===== src/rtl/tap_mac_sched.sv =====
// Time-multiplexed FIR MAC sequencer: one shared multiplier stepped
// across all taps per sample, then one scaler pass to form y[n].
module tap_mac_sched #(
   parameter int TAPS = 8,
   parameter int DW   = 14,
   parameter int AW   = 28,
   parameter int CAW  = 3
) (
   input  logic           clk,
   input  logic           rstn,
   input  logic           in_valid,
   input  logic [DW-1:0]  in_data,
   output logic           in_ready,
   input  logic           coef_we,
   input  logic [CAW-1:0] coef_addr,
   input  logic [DW-1:0]  coef_data,
   output logic [AW-1:0]  div_in,
   input  logic [DW-1:0]  div_out,
   output logic           out_valid,
   output logic [DW-1:0]  out_data,
   output logic           busy
);

   typedef enum logic [1:0] {
      IDLE,
      MAC,
      SCALE
   } state_t;

   state_t         state;
   logic [CAW-1:0] idx;
   logic [AW-1:0]  acc;
   logic [DW-1:0]  x [TAPS];
   logic [DW-1:0]  w [TAPS];
   logic [AW-1:0]  prod;
   logic           coef_ok;

   assign in_ready = (state == IDLE);
   assign busy     = ~in_ready;
   assign div_in   = acc;
   assign prod     = AW'(x[idx]) * AW'(w[idx]);
   assign coef_ok  = coef_we && (32'(coef_addr) < TAPS);

   always_ff @(posedge clk or negedge rstn) begin
      if (!rstn) begin
         state     <= IDLE;
         idx       <= '0;
         acc       <= '0;
         out_valid <= 1'b0;
         out_data  <= '0;
         for (int k = 0; k < TAPS; k++) begin
            x[k] <= '0;
            w[k] <= '0;
         end
      end else begin
         out_valid <= 1'b0;
         case (state)
            IDLE: begin
               // a write on the accept edge is visible to this same pass
               if (coef_ok) begin
                  w[coef_addr] <= coef_data;
               end
               if (in_valid) begin
                  for (int k = 1; k < TAPS; k++) begin
                     x[k] <= x[k-1];
                  end
                  x[0]  <= in_data;
                  acc   <= '0;
                  idx   <= '0;
                  state <= MAC;
               end
            end
            MAC: begin
               acc <= acc + prod;
               if (idx == CAW'(TAPS - 1)) begin
                  idx   <= '0;
                  state <= SCALE;
               end else begin
                  idx <= idx + 1'b1;
               end
            end
            SCALE: begin
               out_data  <= div_out;
               out_valid <= 1'b1;
               state     <= IDLE;
            end
            default: begin
               state <= IDLE;
            end
         endcase
      end
   end

endmodule


===== config.mk =====
export PLATFORM = sky130hd
export DESIGN_NAME = tap_mac_sched
export DESIGN_NICKNAME = d
export VERILOG_FILES = /design/src/rtl/tap_mac_sched.sv
export SDC_FILE = /design/constraint.sdc
export NUM_CORES = 1
export LEC_CHECK = 0
export BUFFER_PORTS_ARGS = -buffer_cell sky130_fd_sc_hd__buf_2
export CAP_MARGIN = 20
export CORE_ASPECT_RATIO = 1.2
export CORE_MARGIN = 5
export CORE_UTILIZATION = 45
export CTS_CLUSTER_DIAMETER = 200
export DETAILED_ROUTE_END_ITERATION = 7
export SYNTH_ARGS = -nofsm -noshare
export SYNTH_HDL_FRONTEND = slang
export SYNTH_SLANG_ARGS = --single-unit

===== constraint.sdc =====
create_clock -name clk -period 9.1 [get_ports clk]
set_input_delay 0.91 -clock clk [delete_from_list [all_inputs] [get_ports clk]]
set_output_delay 0.91 -clock clk [all_outputs]
set_load 0.05 [all_outputs]

---- Yosys cells after proc, flatten, opt, wreduce, memory -nomap -nowiden ----
Index checks and enable logic that the tools add are counted.
word-level totals
  logic and storage cells ................. 60
  flip-flop bits (word level) ............. 272
  input port bits ......................... 49
cells by class
  multiply operators ...................... 1
  bitwise gates (word level) .............. 3
  $add $sub $neg .......................... 2
  equality and inequality tests ........... 5
  $lt $le $gt $ge ......................... 3
  mux-type cells .......................... 18
  reductions and logical operators ........ 7
operator list
  cell                 count
  $bwmux 112           1
  $bmux 14 s3          2
  $mux 14              5
  $pmux 28 s2          1
  $demux 14 s3         1
  $add 28x28->28       1
  $mul 14x14->28       1
  $mux 28              1
  $ge 4x4->1 const B   2
  $not 3->4            2
  $reduce_and 2->1     4
  $mux 3               2
  $pmux 3 s2           1
  $lt 4x1->1 const B   1
  $mux 2               2
  $ne 2x2->1 const B   2
  $pmux 2 s2           1
  $add 3x1->3 const B  1
  $eq 3x3->1 const B   1
  $eq 2x1->1 const B   1
  $eq 2x2->1 const B   1
  $logic_not 2->1      1
  $reduce_bool 2->1    1
  $logic_and 1x1->1    1
  2 further kinds      2

---- Logic depth before layout (Yosys ltp) ----
Gate-level depths: netlist (run 1).
  depth in word-level cells ............... 7
  mapped depth ............................ 27
  gate-level depth less buffers ........... 23

---- Worst setup path after synthesis (run 1) ----
Ideal clock, no wire load.
  path kind ............................... register -> register
  start point ............................. register idx[0]
  end point ............................... register acc[21] (netlist: div_in[21])
  setup slack ............................. 2.414 ns
  data required time ...................... 8.969 ns
  buffers on the path ..................... 3
  clock period less this slack ............ 6.686 ns
  cell stages (with the launch flop) ...... 26
  library setup time ...................... 0.131 ns
  arrival ................................. 6.555 ns
  cells stage by stage .................... dfrtp_1 buf_2 buf_6 buf_2 mux4_2 mux2i_1 nor2_1 fa_1 inv_1 fa_1 inv_1 fa_1 inv_1 fa_1 inv_1 fa_1 fa_1 ha_1 a21oi_1 nor2_1 a211oi_4 o21ai_2 a41o_1 a31oi_1 xor2_1 o21ai_1
on the way
  cells in the longest elaborated chain, start to end .. 7
  elaborated cells between the ends (all ways) .. 10
ends and longest elaborated chain
  element                                     line  source
  start, declared                             31    logic [CAW-1:0] idx;
  start signal, assigned                      79    idx <= idx + 1'b1;
  $not 3->4 (implied by the code) *           41    assign prod = AW'(x[idx]) * AW'(w[idx]);
  $bmux 14 s3                                 41
  $mux 14 (implied by the code) (2 in a row)  41
  $mul 14x14->28 *                            41
  $add 28x28->28 *                            74    acc <= acc + prod;
  $pmux 28 s2 *                               57    case (state)
  end signal, assigned                        74
  end, declared                               32    logic [AW-1:0] acc;
Mark *: on every way between the ends. The rest lies on a longest branch, timed or not. The select of a mux whose other input is x is not followed.
A chain may end at the register's enable or synchronous reset.

---- Worst setup path after layout (run 1) ----
Same ends and word-level chain as after synthesis.

==> results of run 1 <==
sequential cells by signal (all words and copies together) (netlist names):
register / count
div_in: 28
idx: 3
out_data: 14
out_valid: 1
state: 2
w: 112
x: 112
cell usage in the layout, fill, tap and decap left out, types with 13 or more instances in the layout:
cell type and n:
mux2i_1 16, buf_4 17, xnor2_1 18, o21ai_0 35, buf_2 92, fa_1 168
nand3_1 18, clkbuf_16 30, dfrtp_1 269, mux4_2 56, ha_1 85, inv_1 174
nand2_1 456, mux2_2 144, nand2b_1 13, a21oi_1 27, nor2_1 102
final timing paths:
path / startpoint / endpoint / slack (ns)
min in group clk: x[64] / x[50] / 0.47
worst min-delay path: rstn / out_data[4] / 0.32
worst min register to register: x[64] / x[50] / 0.47
worst max register to register: idx[0] / div_in[21] / 1.37
worst max-delay path: idx[0] / div_in[21] / 1.37
max in group asynchronous: rstn / w[53] / 7.28
cells by family after synthesis:
kind of cell / count (synthesis) / share of synthesized area, %
AND/OR/NAND/NOR: 624 / 13.2
flip-flops: 272 / 36.2
buffers and inverters: 261 / 5.64
adder cells (fa/ha/maj): 253 / 23.6
multiplexers: 218 / 16.3
AO/OA/AOI/OAI: 106 / 3.68
XOR/XNOR: 28 / 1.31
metrics by stage:
stage,hold slack [ns],util (%)
2_1_floorplan,0.441,-
3_3_place_gp,0.452,47.5
5_1_grt,0.363,49.9
6_report,0.321,49.9
3_5_place_dp,0.462,47.5
4_1_cts,0.347,49.9
worst max-delay path, cell delays in order (launching register included):
cell and delay (ns):
dfrtp_4 0.94, mux4_2 0.60, mux2i_2 0.69, nor2_1 0.14, fa_1 0.57, inv_1 0.05, fa_1 0.48, inv_1 0.05
fa_1 0.50, inv_1 0.06, fa_1 0.53, inv_1 0.05, fa_1 0.46, fa_1 0.39, ha_1 0.37, a21oi_1 0.41
nor2_1 0.14, a211oi_4 0.23, o21ai_2 0.09, a41o_1 0.30, a31oi_1 0.23, xor2_1 0.17, o21ai_1 0.07
routing by layer:
metal	global-route usage [%]	vias up	part of all wire (%)
li1	-	5793	-
met5	0	-	0.027
met2	34.3	311	50
met4	7.59	2	4.0
met1	25.4	6409	42
met3	3.25	120	4.8
layout make-up:
| class | instances | area, um^2 | share of cell area, % |
|---|---|---|---|
| tap | 546 | 683 | 3.29 |
| clock buffer | 37 | 807 | 3.89 |
| clock inverter | 16 | 215 | 1.04 |
| multi-input combinational | 1229 | 10900 | 52.7 |
| inverter | 174 | 653 | 3.15 |
| sequential | 272 | 6810 | 32.8 |
| timing repair buffer | 112 | 643 | 3.10 |
==> metrics.md, run 1 <==
| Metric | Value |
|---|---|
| Max_cap viols | `0` |
| WS Path Type | `reg2reg` |
| Die Y | `234 um` |
| Routability cong. | `0.879` |
| Max-slew violation count | `0` |
| CTS buffer count | `30` |
| IO Pins | `94` |
| Clock sinks | `272` |
| Post-CTS setup buffers | `0` |
| RSZ-0062 raised after global routing | `false` |
| Ant diodes | `0` |
| Core area | `41600 um^2` |
| DRT Pass-1 Iters | `7` |
| DR WL/cell | `18.7 um` |
| Tcrit/Tclk final | `84.9%` |
| Worst Max-Slew Pin Slew | `1.06 ns` |
| Final worst slack | `1.37 ns` |
| Crit path DAT | `8.14 ns` |
| Worst clock skew | `0.0354 ns` |
| Final Cell Area | `20700 um^2` |
| Relative slew slack | `29.5%` |
| Top cells by area, synth | `dfrtp_1 (36%), fa_1 (18%), nand2_1 (9.1%), mux2_2 (8.6%), mux4_2 (6.7%)` |
| Most common cell in the netlist | `nand2_1` |
| Post-synth top area share | `36.2%` |
| Number of global-route vias before repair | `13800` |
| Remaining Overflow, GRT | `0` |
| Mapped Area | `18800 um^2` |
| Post-Syn Area per Cell | `10.7 um^2` |
| Die width | `196 um` |
| Worst Hold Class | `in2async` |
| DP HPWL | `32600 um` |
| Yosys top cell by area | `dfrtp_1` |
| Top post-synthesis cells by count | `nand2_1 (457), dfrtp_1 (272), inv_1 (174)` |
| Critical Path RT | `9.51 ns` |
| Via Count | `12600` |
| Area post-placement | `19700 um^2` |
| Row count | `82` |
| Post-synth EDFFs | `0` |
| Placed insts | `2333` |
| CTS max path bufs | `3` |
| Final Critical Period | `7.73 ns` |
| Area Overhead vs Synth | `10.4%` |
| Die Area | `45900 um^2` |
| Peak fanout along the critical path | `38` |
| Final setup fails | `0` |
| CTS Hold Bufs | `0` |
| Hold Fails Final Rpt | `0` |
| Post-synthesis sequential area ratio | `36.2%` |
| Clock transition at path regs | `0.07 ns` |
| First-pass GRT wire length | `73400 um` |
| Initial antenna violation count | `1` |
| Initial drt markers | `775` |
| Clk_lat worst skew | `0.59 ns` |
| Routed WL | `44700 um` |
| Vias per cell | `5.30` |
| Startpoint Class | `flop` |
| Gr usage total | `19.9%` |
| Layout net count | `2121` |
| Post-Syn Nets | `2064` |
| Mapped Cells | `1762` |
| FF+latch count, synth | `272` |
| Port bufs | `93` |
| Yosys cell types | `43` |
| R2R depth | `22` |
| TNS Setup | `0 ns` |
| Post-route insts no fill | `2386` |
| CTS resizes | `0` |
| Fill count | `3723` |
| H-tree depth | `1` |
| Initial core utilization | `45.2%` |
| Root Driver | `clkbuf_16` |
| Top_reg_cell synth | `dfrtp_1` |
| Pre-CTS setup slack | `1.40 ns` |
| CTS tree | `yes` |
| Ys Warns | `0` |
| Final ANT Viol Nets | `0` |
| Pin count of the biggest net entering global routing | `184` |
| Crit path capture type | `flop` |
| Fmax | `129 MHz` |
| Run status | `finished clean` |
| Share of cells above drive strength 1 | `21.2%` |
| Async S/R FF share, synth | `100%` |
| DRC viols | `0` |
Power of run 1 is not shown: default switching activity piles up to over one toggle a cycle in this logic, so the estimate is an artifact.
==> run 2, diff against run 1 <==
ABC_AREA = 1   (was not set)
clock period = 7.2 ns   (was 9.1 ns; I/O delays follow)
==> run 2 against run 1 <==
  * Die area increased by 4.3%
  * Routed wire length grew 16%
  * Area after synthesis increased by 4.5%
  * Global-route usage grew 1.9 points
  * Design area up 4.0%
  * Count of clock-buffer cells in the layout grew 6
  * Critical path depth is 5 higher
  * First-iteration DRC count increased by 14%
  * Flip-flop and latch count did not move
  * Utilization up 0.26 points
  * Synthesized cell count grew 38%
  * Cell count is 28% higher
  * Critical path type unchanged
  * Highest routed layer is now met4
==> metrics.md, run 2 <==
| Metric | Value |
|---|---|
| Post-CTS setup buffers | `0` |
| DRC viols | `0` |
| Peak fanout along the critical path | `25` |
| Startpoint Class | `flop` |
| Share of cells above drive strength 1 | `9.54%` |
| Fill count | `4234` |
| Post-synth top area share | `34.7%` |
| Relative slew slack | `32.3%` |
| Initial antenna violation count | `0` |
| Pre-CTS setup slack | `0.381 ns` |
| Via Count | `15700` |
| Post-route insts no fill | `3058` |
| CTS tree | `yes` |
| Gr usage total | `21.8%` |
| First-pass GRT wire length | `85700 um` |
| H-tree depth | `1` |
| Remaining Overflow, GRT | `0` |
| Post-synth EDFFs | `0` |
| Worst clock skew | `0.0220 ns` |
| Placed insts | `3005` |
| Die Y | `239 um` |
| TNS Setup | `0 ns` |
| Port bufs | `93` |
| Final setup fails | `0` |
| DRT Pass-1 Iters | `5` |
| Die width | `201 um` |
| Routed WL | `51800 um` |
| Tcrit/Tclk final | `94.0%` |
| Max-slew violation count | `0` |
| Crit path DAT | `7.24 ns` |
| Post-Syn Area per Cell | `8.06 um^2` |
| Run status | `finished clean` |
| Area Overhead vs Synth | `9.91%` |
| Vias per cell | `5.15` |
| Yosys top cell by area | `dfrtp_1` |
| Root Driver | `clkbuf_16` |
| Top cells by area, synth | `dfrtp_1 (35%), fa_1 (17%), nand2_1 (12%), o21ai_0 (8.7%), inv_1 (7.7%)` |
| Final worst slack | `0.431 ns` |
| Top_reg_cell synth | `dfrtp_1` |
| Max_cap viols | `0` |
| Initial drt markers | `885` |
| RSZ-0062 raised after global routing | `false` |
| Number of global-route vias before repair | `16100` |
| Die Area | `47900 um^2` |
| Mapped Area | `19600 um^2` |
| FF+latch count, synth | `272` |
| Pin count of the biggest net entering global routing | `124` |
| Most common cell in the netlist | `nand2_1` |
| Most frequent cells in the layout | `nand2_1 (614), inv_1 (399), o21ai_0 (343)` |
| Yosys cell types | `37` |
| Final ANT Viol Nets | `0` |
| Final Critical Period | `6.77 ns` |
| Post-Syn Nets | `2736` |
| Worst Hold Class | `in2async` |
| DP HPWL | `37600 um` |
| Routability cong. | `0.901` |
| Mapped Cells | `2434` |
| DR WL/cell | `17.0 um` |
| CTS max path bufs | `3` |
| Crit path capture type | `flop` |
| Layout net count | `2791` |
| WS Path Type | `reg2reg` |
| Async S/R FF share, synth | `100%` |
| Core area | `43000 um^2` |
| Row count | `83` |
| Worst Max-Slew Pin Slew | `1.01 ns` |
| Critical Path RT | `7.67 ns` |
| Commonest non-fill, non-tap cell in the layout | `nand2_1` |
| Clock sinks | `272` |
| Clk_lat worst skew | `0.60 ns` |
| IO Pins | `94` |
| Clock transition at path regs | `0.06 ns` |
| Hold Fails Final Rpt | `0` |
| Ant diodes | `0` |
| Post-synthesis sequential area ratio | `34.7%` |
| Ys Warns | `0` |
| Fmax | `148 MHz` |
| Initial core utilization | `45.7%` |
| CTS buffer count | `31` |
| Top post-synthesis cells by count | `nand2_1 (615), inv_1 (401), o21ai_0 (343)` |
## run 2: changes by cell type after synthesis, sizes merged, moves of 17 or more
| cell | delta |
|---|---|
| o22ai | +17 |
| mux4 | -56 |
| mux2 | -144 |
| mux2i | -18 |
| inv | +247 |
| a21oi | +81 |
| o21ai | +336 |
| nand2 | +159 |
| buf | +27 |
| nor2 | +92 |
## run 2: metal layers
layer | share of wire [%] | global-route usage (%) | up-vias
met2 | 47 | 37.0 | 344
met3 | 3.8 | 2.42 | 120
met4 | 4.2 | 8.26 | 0
met1 | 45 | 29.1 | 7636
li1 | - | - | 7646
met5 | 0 | 0 | -
## run 2: final cells by class
class / instances / area [um^2] / share of cell area (%)
multi-input cells: 1637 / 10700 / 49.5
flip-flops and latches: 272 / 6810 / 31.6
inverters: 421 / 1580 / 7.34
clock buffers: 43 / 871 / 4.04
repair buffers: 126 / 826 / 3.83
well taps: 552 / 691 / 3.20
clock inverters: 7 / 113 / 0.522
## run 2: metrics by stage
step / hold slack (ns) / utilization [%] / area [um^2]
floorplan: 0.424 / - / 19600
global placement: 0.449 / 47.7 / 20500
detailed placement: 0.460 / 47.7 / 20500
CTS: 0.104 / 50.0 / 21500
global route: 0.127 / 50.2 / 21600
finish: 0.102 / 50.2 / 21600
## run 2: logic make-up after synthesis
kind of cell / synth area share [%]
adder cells (fa/ha/maj): 22.6
AND/OR/NAND/NOR: 17.6
AO/OA/AOI/OAI: 14.0
flip-flops: 34.7
XOR/XNOR: 0.223
buffers and inverters: 11.0
## run 2: repair_timing
item / 4_1_cts / 5_1_grt
hold buffers: 0 / 0
setup endpoints to repair: 0 / 13
resized for setup: 0 / 7
hold endpoints to repair: 0 / 0
## run 2: path summary, 6_finish.rpt
kind                              start           end  slack, ns  cells past startpoint
max in group asynchronous          rstn         x[46]       5.95                      2
hold reg to reg            out_data[11]  out_data[11]       0.47                      2
setup / recovery                 idx[0]    div_in[19]       0.43                     27
min in group clk             div_out[5]   out_data[5]       0.33                      3
setup reg to reg                 idx[0]    div_in[19]       0.43                     27
hold / removal                     rstn  out_data[11]       0.10                      1
## run 2: critical path, stage by stage, from the launching register on
cell and delay (ns):
dfrtp_4 0.57, inv_4 0.28, buf_4 0.32, a21oi_1 0.09, o21ai_0 0.10, nand2_1 0.07, nand2_1 0.11, o21ai_4 0.15
inv_2 0.19, nor2_1 0.09, fa_1 0.50, inv_1 0.05, fa_1 0.48, inv_1 0.06, fa_1 0.50, inv_1 0.05
fa_1 0.53, inv_1 0.05, fa_1 0.49, fa_1 0.41, ha_1 0.37, nand2_1 0.12, nor2_1 0.26, nand3_1 0.13
nand3_1 0.24, nand2_1 0.13, a21oi_1 0.16, o21ai_0 0.10
Power of run 2 is left out for the same reason.
